### src/rtl/hazard_mw_ctrl.sv
// ----------------------------------------------------------------------------
// hazard_mw_ctrl
//
// Hazard and forwarding control for the 5-stage MIPS core. The block keeps
// the destination and result-type information of the M and W stages in its
// own control pipeline registers (E->M, M->W). From those registers and the
// current D/E stage information it computes the D-stage stall request and
// the forwarding selects for the D, E and M operand multiplexers.
//
// Ports:
//   clk, rst        clock, synchronous active-high reset
//   flush           exception/eret flush of the M and W control registers
//   ra1D, ra2D      D-stage rs / rt register numbers
//   tuse1D, tuse2D  cycles until rs / rt is consumed (0..2, 3 = unused)
//   mdD             D instruction uses the mult/div unit or HI/LO
//   md_busy         mult/div unit busy or starting this cycle
//   ra1E, ra2E      E-stage rs / rt register numbers
//   waE, resE       E-stage destination register and result type
//   stall           freeze PC and D register, clear E register
//   fwd1D, fwd2D    D operand select: 0 RF, 1 W, 2 M, 3 E (PC+8)
//   fwd1E, fwd2E    E operand select: 0 E register, 1 W, 2 M
//   fwd2M           store-data select: 0 M register, 1 W
//   waW, resW       W-stage destination and result type
// ----------------------------------------------------------------------------
module hazard_mw_ctrl (
    input  logic       clk,
    input  logic       rst,
    input  logic       flush,
    input  logic [4:0] ra1D,
    input  logic [4:0] ra2D,
    input  logic [1:0] tuse1D,
    input  logic [1:0] tuse2D,
    input  logic       mdD,
    input  logic       md_busy,
    input  logic [4:0] ra1E,
    input  logic [4:0] ra2E,
    input  logic [4:0] waE,
    input  logic [2:0] resE,
    output logic       stall,
    output logic [1:0] fwd1D,
    output logic [1:0] fwd2D,
    output logic [1:0] fwd1E,
    output logic [1:0] fwd2E,
    output logic       fwd2M,
    output logic [4:0] waW,
    output logic [2:0] resW
);

    // Result types carried down the pipeline.
    localparam logic [2:0] RES_NW  = 3'd0;
    localparam logic [2:0] RES_ALU = 3'd1;
    localparam logic [2:0] RES_DM  = 3'd2;
    localparam logic [2:0] RES_PC  = 3'd3;
    localparam logic [2:0] RES_MD  = 3'd4;

    // ------------------------------------------------------------------
    // Helper functions
    // ------------------------------------------------------------------

    // Cycles until an E-stage result is available for forwarding.
    function automatic logic [1:0] tnew_e(input logic [2:0] res);
        case (res)
            RES_ALU: tnew_e = 2'd1;
            RES_DM:  tnew_e = 2'd2;
            RES_MD:  tnew_e = 2'd1;
            default: tnew_e = 2'd0;   // PC+8 is ready in E; NW never matches
        endcase
    endfunction

    // Cycles until an M-stage result is available: only a load is still late.
    function automatic logic [1:0] tnew_m(input logic [2:0] res);
        tnew_m = (res == RES_DM) ? 2'd1 : 2'd0;
    endfunction

    // A stage really writes the register file only with a result type and
    // a non-zero destination; $0 writes are discarded and never match.
    function automatic logic is_writer(input logic [2:0] res, input logic [4:0] wa);
        is_writer = (res != RES_NW) && (wa != 5'd0);
    endfunction

    // Nearest-stage-first forward select. e_ok / m_ok / w_ok say whether
    // the stage can supply a value at all; 3 is only reachable for D.
    function automatic logic [1:0] fwd_sel(
        input logic [4:0] ra,
        input logic       e_ok,
        input logic [4:0] wa_e,
        input logic       m_ok,
        input logic [4:0] wa_m,
        input logic       w_ok,
        input logic [4:0] wa_w
    );
        if (e_ok && ra == wa_e)       fwd_sel = 2'd3;
        else if (m_ok && ra == wa_m)  fwd_sel = 2'd2;
        else if (w_ok && ra == wa_w)  fwd_sel = 2'd1;
        else                          fwd_sel = 2'd0;
    endfunction

    // ------------------------------------------------------------------
    // Control pipeline registers (E->M, M->W)
    // ------------------------------------------------------------------
    logic [4:0] ra2_m_q, ra2_m_d;
    logic [4:0] wa_m_q,  wa_m_d;
    logic [2:0] res_m_q, res_m_d;
    logic [4:0] wa_w_q,  wa_w_d;
    logic [2:0] res_w_q, res_w_d;

    // A flush squashes the instructions in M and W, so it clears the same
    // state that reset does.
    always_comb begin
        // NOTE: every always_comb output gets a default first so no path can
        // leave it unassigned and infer a latch.
        ra2_m_d = ra2E;
        wa_m_d  = waE;
        res_m_d = resE;
        wa_w_d  = wa_m_q;
        res_w_d = res_m_q;
        if (flush) begin
            ra2_m_d = 5'd0;
            wa_m_d  = 5'd0;
            res_m_d = RES_NW;
            wa_w_d  = 5'd0;
            res_w_d = RES_NW;
        end
    end

    always_ff @(posedge clk) begin
        // NOTE: state is updated with non-blocking assignments so every flop
        // samples the pre-edge value of the others, matching real hardware.
        // NOTE: reset is synchronous to match the rest of the core; only the
        // five small control registers exist, so all of them are reset.
        if (rst) begin
            ra2_m_q <= 5'd0;
            wa_m_q  <= 5'd0;
            res_m_q <= RES_NW;
            wa_w_q  <= 5'd0;
            res_w_q <= RES_NW;
        end else begin
            ra2_m_q <= ra2_m_d;
            wa_m_q  <= wa_m_d;
            res_m_q <= res_m_d;
            wa_w_q  <= wa_w_d;
            res_w_q <= res_w_d;
        end
    end

    // ------------------------------------------------------------------
    // Stall and forwarding logic
    // ------------------------------------------------------------------
    logic e_wr, m_wr, w_wr;
    logic e_pc_ok;      // E stage can forward (only PC+8 is ready in E)
    logic m_fwd_ok;     // M stage can forward (anything but a load)
    logic [1:0] tnew_e_v, tnew_m_v;
    logic hazard_rs, hazard_rt, stall_md;

    always_comb begin
        e_wr     = is_writer(resE, waE);
        m_wr     = is_writer(res_m_q, wa_m_q);
        w_wr     = is_writer(res_w_q, wa_w_q);
        e_pc_ok  = e_wr && (resE == RES_PC);
        m_fwd_ok = m_wr && (res_m_q == RES_ALU || res_m_q == RES_PC ||
                            res_m_q == RES_MD);
        tnew_e_v = tnew_e(resE);
        tnew_m_v = tnew_m(res_m_q);

        // Tnew never exceeds 2, so tuse = 3 (operand unused) cannot stall.
        hazard_rs = (e_wr && ra1D == waE    && tnew_e_v > tuse1D) ||
                    (m_wr && ra1D == wa_m_q && tnew_m_v > tuse1D);
        hazard_rt = (e_wr && ra2D == waE    && tnew_e_v > tuse2D) ||
                    (m_wr && ra2D == wa_m_q && tnew_m_v > tuse2D);
        stall_md  = mdD && md_busy;
        stall     = hazard_rs || hazard_rt || stall_md;

        fwd1D = fwd_sel(ra1D, e_pc_ok, waE, m_fwd_ok, wa_m_q, w_wr, wa_w_q);
        fwd2D = fwd_sel(ra2D, e_pc_ok, waE, m_fwd_ok, wa_m_q, w_wr, wa_w_q);
        fwd1E = fwd_sel(ra1E, 1'b0,    waE, m_fwd_ok, wa_m_q, w_wr, wa_w_q);
        fwd2E = fwd_sel(ra2E, 1'b0,    waE, m_fwd_ok, wa_m_q, w_wr, wa_w_q);
        fwd2M = w_wr && (ra2_m_q == wa_w_q);
    end

    assign waW  = wa_w_q;
    assign resW = res_w_q;

endmodule

### config.mk
export PLATFORM = sky130hd
export DESIGN_NAME = hazard_mw_ctrl
export DESIGN_NICKNAME = d
export VERILOG_FILES = /design/src/rtl/hazard_mw_ctrl.sv
export SDC_FILE = /design/constraint.sdc
export NUM_CORES = 1
export LEC_CHECK = 0
export CAP_MARGIN = 0
export CORE_AREA = 2 2 66 68
export CTS_CLUSTER_DIAMETER = 60
export DETAILED_ROUTE_END_ITERATION = 10
export DIE_AREA = 0 0 68 70
export GPL_TIMING_DRIVEN = 0
export PLACE_DENSITY_LB_ADDON = 0.1
export SYNTH_ARGS = -nofsm -noshare
export SYNTH_HDL_FRONTEND = slang
export SYNTH_SLANG_ARGS = --single-unit
### constraint.sdc
create_clock -name clk -period 1.9 [get_ports clk]
set_clock_uncertainty 0.05 [all_clocks]
set_input_delay 0.38 -clock clk [delete_from_list [all_inputs] [get_ports clk]]
set_output_delay 0.38 -clock clk [all_outputs]
set_load 0.05 [all_outputs]
==> impl_summary.log <==
[metrics] H-Tree Level Count: 1
[metrics] top-level port count: 55
[metrics] area of the mapped netlist: between 1500 and 2000 µm²
[metrics] CP endpoint kind: primary output
[metrics] post-synth top area share: between 20% and 30%
[metrics] number of synthesis warnings: 0
[metrics] Net Count, Synth: 220
[metrics] Wirelength per Cell: about 15 µm
[metrics] hold path start: resE[1]
[metrics] total routing resource utilization after global routing: a little under a fifth
[metrics] number of buffers on the longest clock path: 2
[metrics] Yosys top cell by area: sky130_fd_sc_hd__dfxtp_1
[metrics] unrepaired setup endpoints after global routing: true
[metrics] first-pass iteration count of the detailed router: 4
[metrics] final critical delay including setup and external delays: about 2400 ps
[metrics] post-route cell area: between 2000 and 3000 µm²
[metrics] maximum net fanout on the critical path: 3
[metrics] arrival time worst endpoint: ~2000 ps
[metrics] number of antenna repair diodes: 0
[metrics] clk sinks: 21
[metrics] critical path's largest stage delay: between 500 and 600 ps
[metrics] Detail Placement HPWL: between 3000 and 4000 µm
[metrics] Core Area: between 4000 and 5000 µm²
[metrics] critical path's top delay family: simple AND/OR/NAND/NOR gates
[metrics] share of the clock period used by the worst path: 127%
[metrics] Register Area: approximately 450 µm²
[metrics] Max IR drop VDD: roughly 0.00028 V
[metrics] Filler cells: 380
[metrics] number of standard cells after synthesis: ~180
[metrics] critical path depth: 6
[metrics] overall overflow remaining after global route: 0
[metrics] slew of the pin with the lowest slew margin: 497 ps
[metrics] Worst R2R Setup Slack: 1100 ps
[metrics] total negative slack for setup checks: -4000 ps
[metrics] sum of routed wire length over all layers: ~4400 µm
[metrics] Final Hold Violating Endpoints: 0
[metrics] required time of the worst setup path: ~1500 ps
[metrics] row count: 24
[metrics] fin. max-slew vios: 0
[metrics] largest net degree at the start of global routing: 13
[metrics] Avg Cell Area, Syn: 8.91 µm²
[metrics] via total after detailed routing: 1463
[metrics] detail-routed via count per cell: ~5
[metrics] min-delay worst type: input port to register
[metrics] clock latency at the later pin of the worst-skew pair: 250 ps
[metrics] most used flip-flop cell after synthesis: sky130_fd_sc_hd__dfxtp_1
[metrics] CTS Root Buffer Type: sky130_fd_sc_hd__clkbuf_8
[metrics] area of the die: 4760 µm²
[metrics] CTS tree: built
[metrics] via count of the first global-routing pass: between 1k and 1.5k
[metrics] routability congestion estimate from global placement: between 0.7 and 0.8
[metrics] Syn-to-layout area delta: 64.9%
[metrics] sequence of cells on the critical path: or4_4, o21ai_4, buf_6, nor4_4, nor4_4, buf_6
[metrics] worst-case headroom to the max-slew limit: roughly two thirds
[metrics] initial core utilization: 38.1%
[metrics] destination of the critical timing path: fwd2E[0]
[metrics] Placed Area: approximately 2300 µm²
[metrics] element type at the critical path start: register
[metrics] count of distinct cell types in the synthesized netlist: 30
[metrics] violated checks: setup timing
[metrics] run status: complete, but fails checks
[metrics] # setup viols final: 10
[metrics] number of design-rule violations left by the first detailed-router iteration: between 40 and 50
[metrics] Chip Height: 70 µm
[metrics] worst reg2reg path depth: 2
[metrics] cell types occupying the most area after synthesis: sky130_fd_sc_hd__dfxtp_1 27%, sky130_fd_sc_hd__xor2_1 17%, sky130_fd_sc_hd__xnor2_1 14%, sky130_fd_sc_hd__and2_1 8.3%, sky130_fd_sc_hd__ha_1 4.8%
[metrics] count of flip-flops with a built-in enable after synthesis: 0
[metrics] crit path from: wa_m_q[1]
[metrics] number of antenna violations at the first check in global routing: 0
[metrics] number of antenna-violating nets in the routed design: 0
[metrics] Critical Path Slowest Stage Cell: sky130_fd_sc_hd__or4_4
[metrics] overall die width: 68 µm
[metrics] area of the multi-input gates: around 1300 µm²
[metrics] Worst Slack Setup Final: -509 ps
[metrics] reg-to-reg critical path startpoint: wa_m_q[2]
[metrics] kind of critical path: register to primary output
[metrics] clock-pin slew of the registers on the worst-case setup and hold paths: roughly 80 ps
[metrics] fraction of layout cells with a size suffix above 1: 39.6%
[metrics] r2r endpoint: waW[2]
[metrics] wire length of the first global-routing pass: 6820 µm
[metrics] async set-reset flop share out of synthesis: 0%
[metrics] Nets: a little under 300
[metrics] buffering stage count on the worst path with inverters included: 2
[metrics] total power density per cell area: between 400 and 500 nW/µm²
[metrics] Leak Pwr: approximately 1.1 nW
[metrics] maximum frequency from static timing analysis: 0.415 GHz
[metrics] number of violations of the max-capacitance limit: 0
[metrics] # DRC: 0
[metrics] flip-flop and latch count after synthesis: 21
[metrics] number of port buffers: between 50 and 60
[metrics] share of synthesized area occupied by flip-flops and latches: 26.6%
[metrics] number of buffers added by the clock tree synthesis step: 3
[power breakdown]
| group | switching, W | internal (W) | total, W |
|---|---|---|---|
| registers | 0.0000145 | 0.000447 | 0.000462 |
| logic | 0.000180 | 0.000178 | 0.000359 |
| clock network | 0.000148 | 0.000146 | 0.000293 |
[layout make-up]
| cell class | count | share of cell area [%] |
|---|---|---|
| Clock inverter | 1 | 0.192 |
| Clock buffer | 3 | 1.59 |
| Sequential cell | 21 | 17.5 |
| Multi-Input combinational cell | 140 | 51.7 |
| Inverter | 4 | 0.577 |
| Buffer | 6 | 1.87 |
| Timing Repair Buffer | 70 | 24.1 |
| Tap cell | 52 | 2.50 |
[worst min-delay path by stage]
| stage | to | slack (ps) | depth (start not counted) |
|---|---|---|---|
| floorplan | resW[1] | 420 | 1 |
| global placement | resW[1] | 440 | 1 |
| detailed placement | resW[1] | 440 | 1 |
| CTS | wa_m_q[3] | 340 | 2 |
| global route | wa_m_q[4] | 350 | 2 |
| finish | res_m_q[1] | 330 | 2 |
[layer usage]
metal  part of all wire, %  GRT usage (%)  vias up  wire length, µm
met5                     0              0        -                0
met4                   1.0           4.22        0               45
met3                   3.7           3.70        4              161
met2                    53           32.6       30             2320
met1                    42           24.4      696             1870
li1                      -              -      733                -
[worst reg2reg max path: cells and delay by family (launching register included)]
kind	cells	cell delay, ps
flops	1	360
buf+inv	1	160
simple gates	1	130
[per-stage QoR]
step	instances	hold WS, ps	setup slack [ps]	total power [W]	utilization, %
after floorplan	177	424	-540	0.000644	-
after global placement	283	442	-1300	0.000783	54.8
after detailed placement	283	444	-1310	0.000786	54.8
after CTS	296	344	-519	0.00110	60.8
after global routing	297	353	-563	0.00117	62.8
final	297	335	-509	0.00111	62.8
[cell usage after synthesis (all sizes together) (4+ instances only)]
library cell / instances
or4: 5
buf: 9
xor2: 31
and2: 21
inv: 4
xnor2: 25
nor4: 9
nand3: 10
nor3: 7
ha: 6
nor2: 5
a21oi: 4
dfxtp: 21
[logic make-up after synthesis]
family | Yosys count | share of synthesized area, %
AOI/OAI and AO/OA | 14 | 6.98
xor gates and xnor gates | 56 | 31.1
adders and majority gates | 6 | 4.76
buffers and inverters | 16 | 4.92
DFF | 21 | 26.6
muxes | 1 | 0.714
and+or+nand+nor | 63 | 24.9
[state kept, by name, summed over array words and instances, names as in the netlist]
register and cells:
ra2_m_q 5, res_m_q 3, waW 5, resW 3, wa_m_q 5
[timing repair]
action,in CTS,in global routing
pin swaps,29,20
endpoints found under the setup margin,10,11
hold buffers,0,0
cloned,0,0
gates resized for setup,149,20
buffers inserted,13,3
[cells in the final DEF (no fill, tap or decap), drive strengths merged, types with 2 or more instances in the layout]
cell / Yosys / layout
buf: 9 / 35
xor2: 31 / 31
xnor2: 25 / 25
and2: 21 / 21
dfxtp: 21 / 21
dlygate4sd2: 0 / 17
clkdlybuf4s50: 0 / 15
nand3: 10 / 10
nor4: 9 / 9
nor3: 7 / 7
ha: 6 / 6
clkbuf: 3 / 6
or4: 5 / 5
dlymetal6s2s: 0 / 5
nor2: 5 / 5
inv: 4 / 4
a21oi: 4 / 4
nand2: 3 / 3
o21ai: 3 / 3
o32ai: 2 / 2
a21o: 2 / 2
Note: power is estimated with default switching activity, not from simulation.
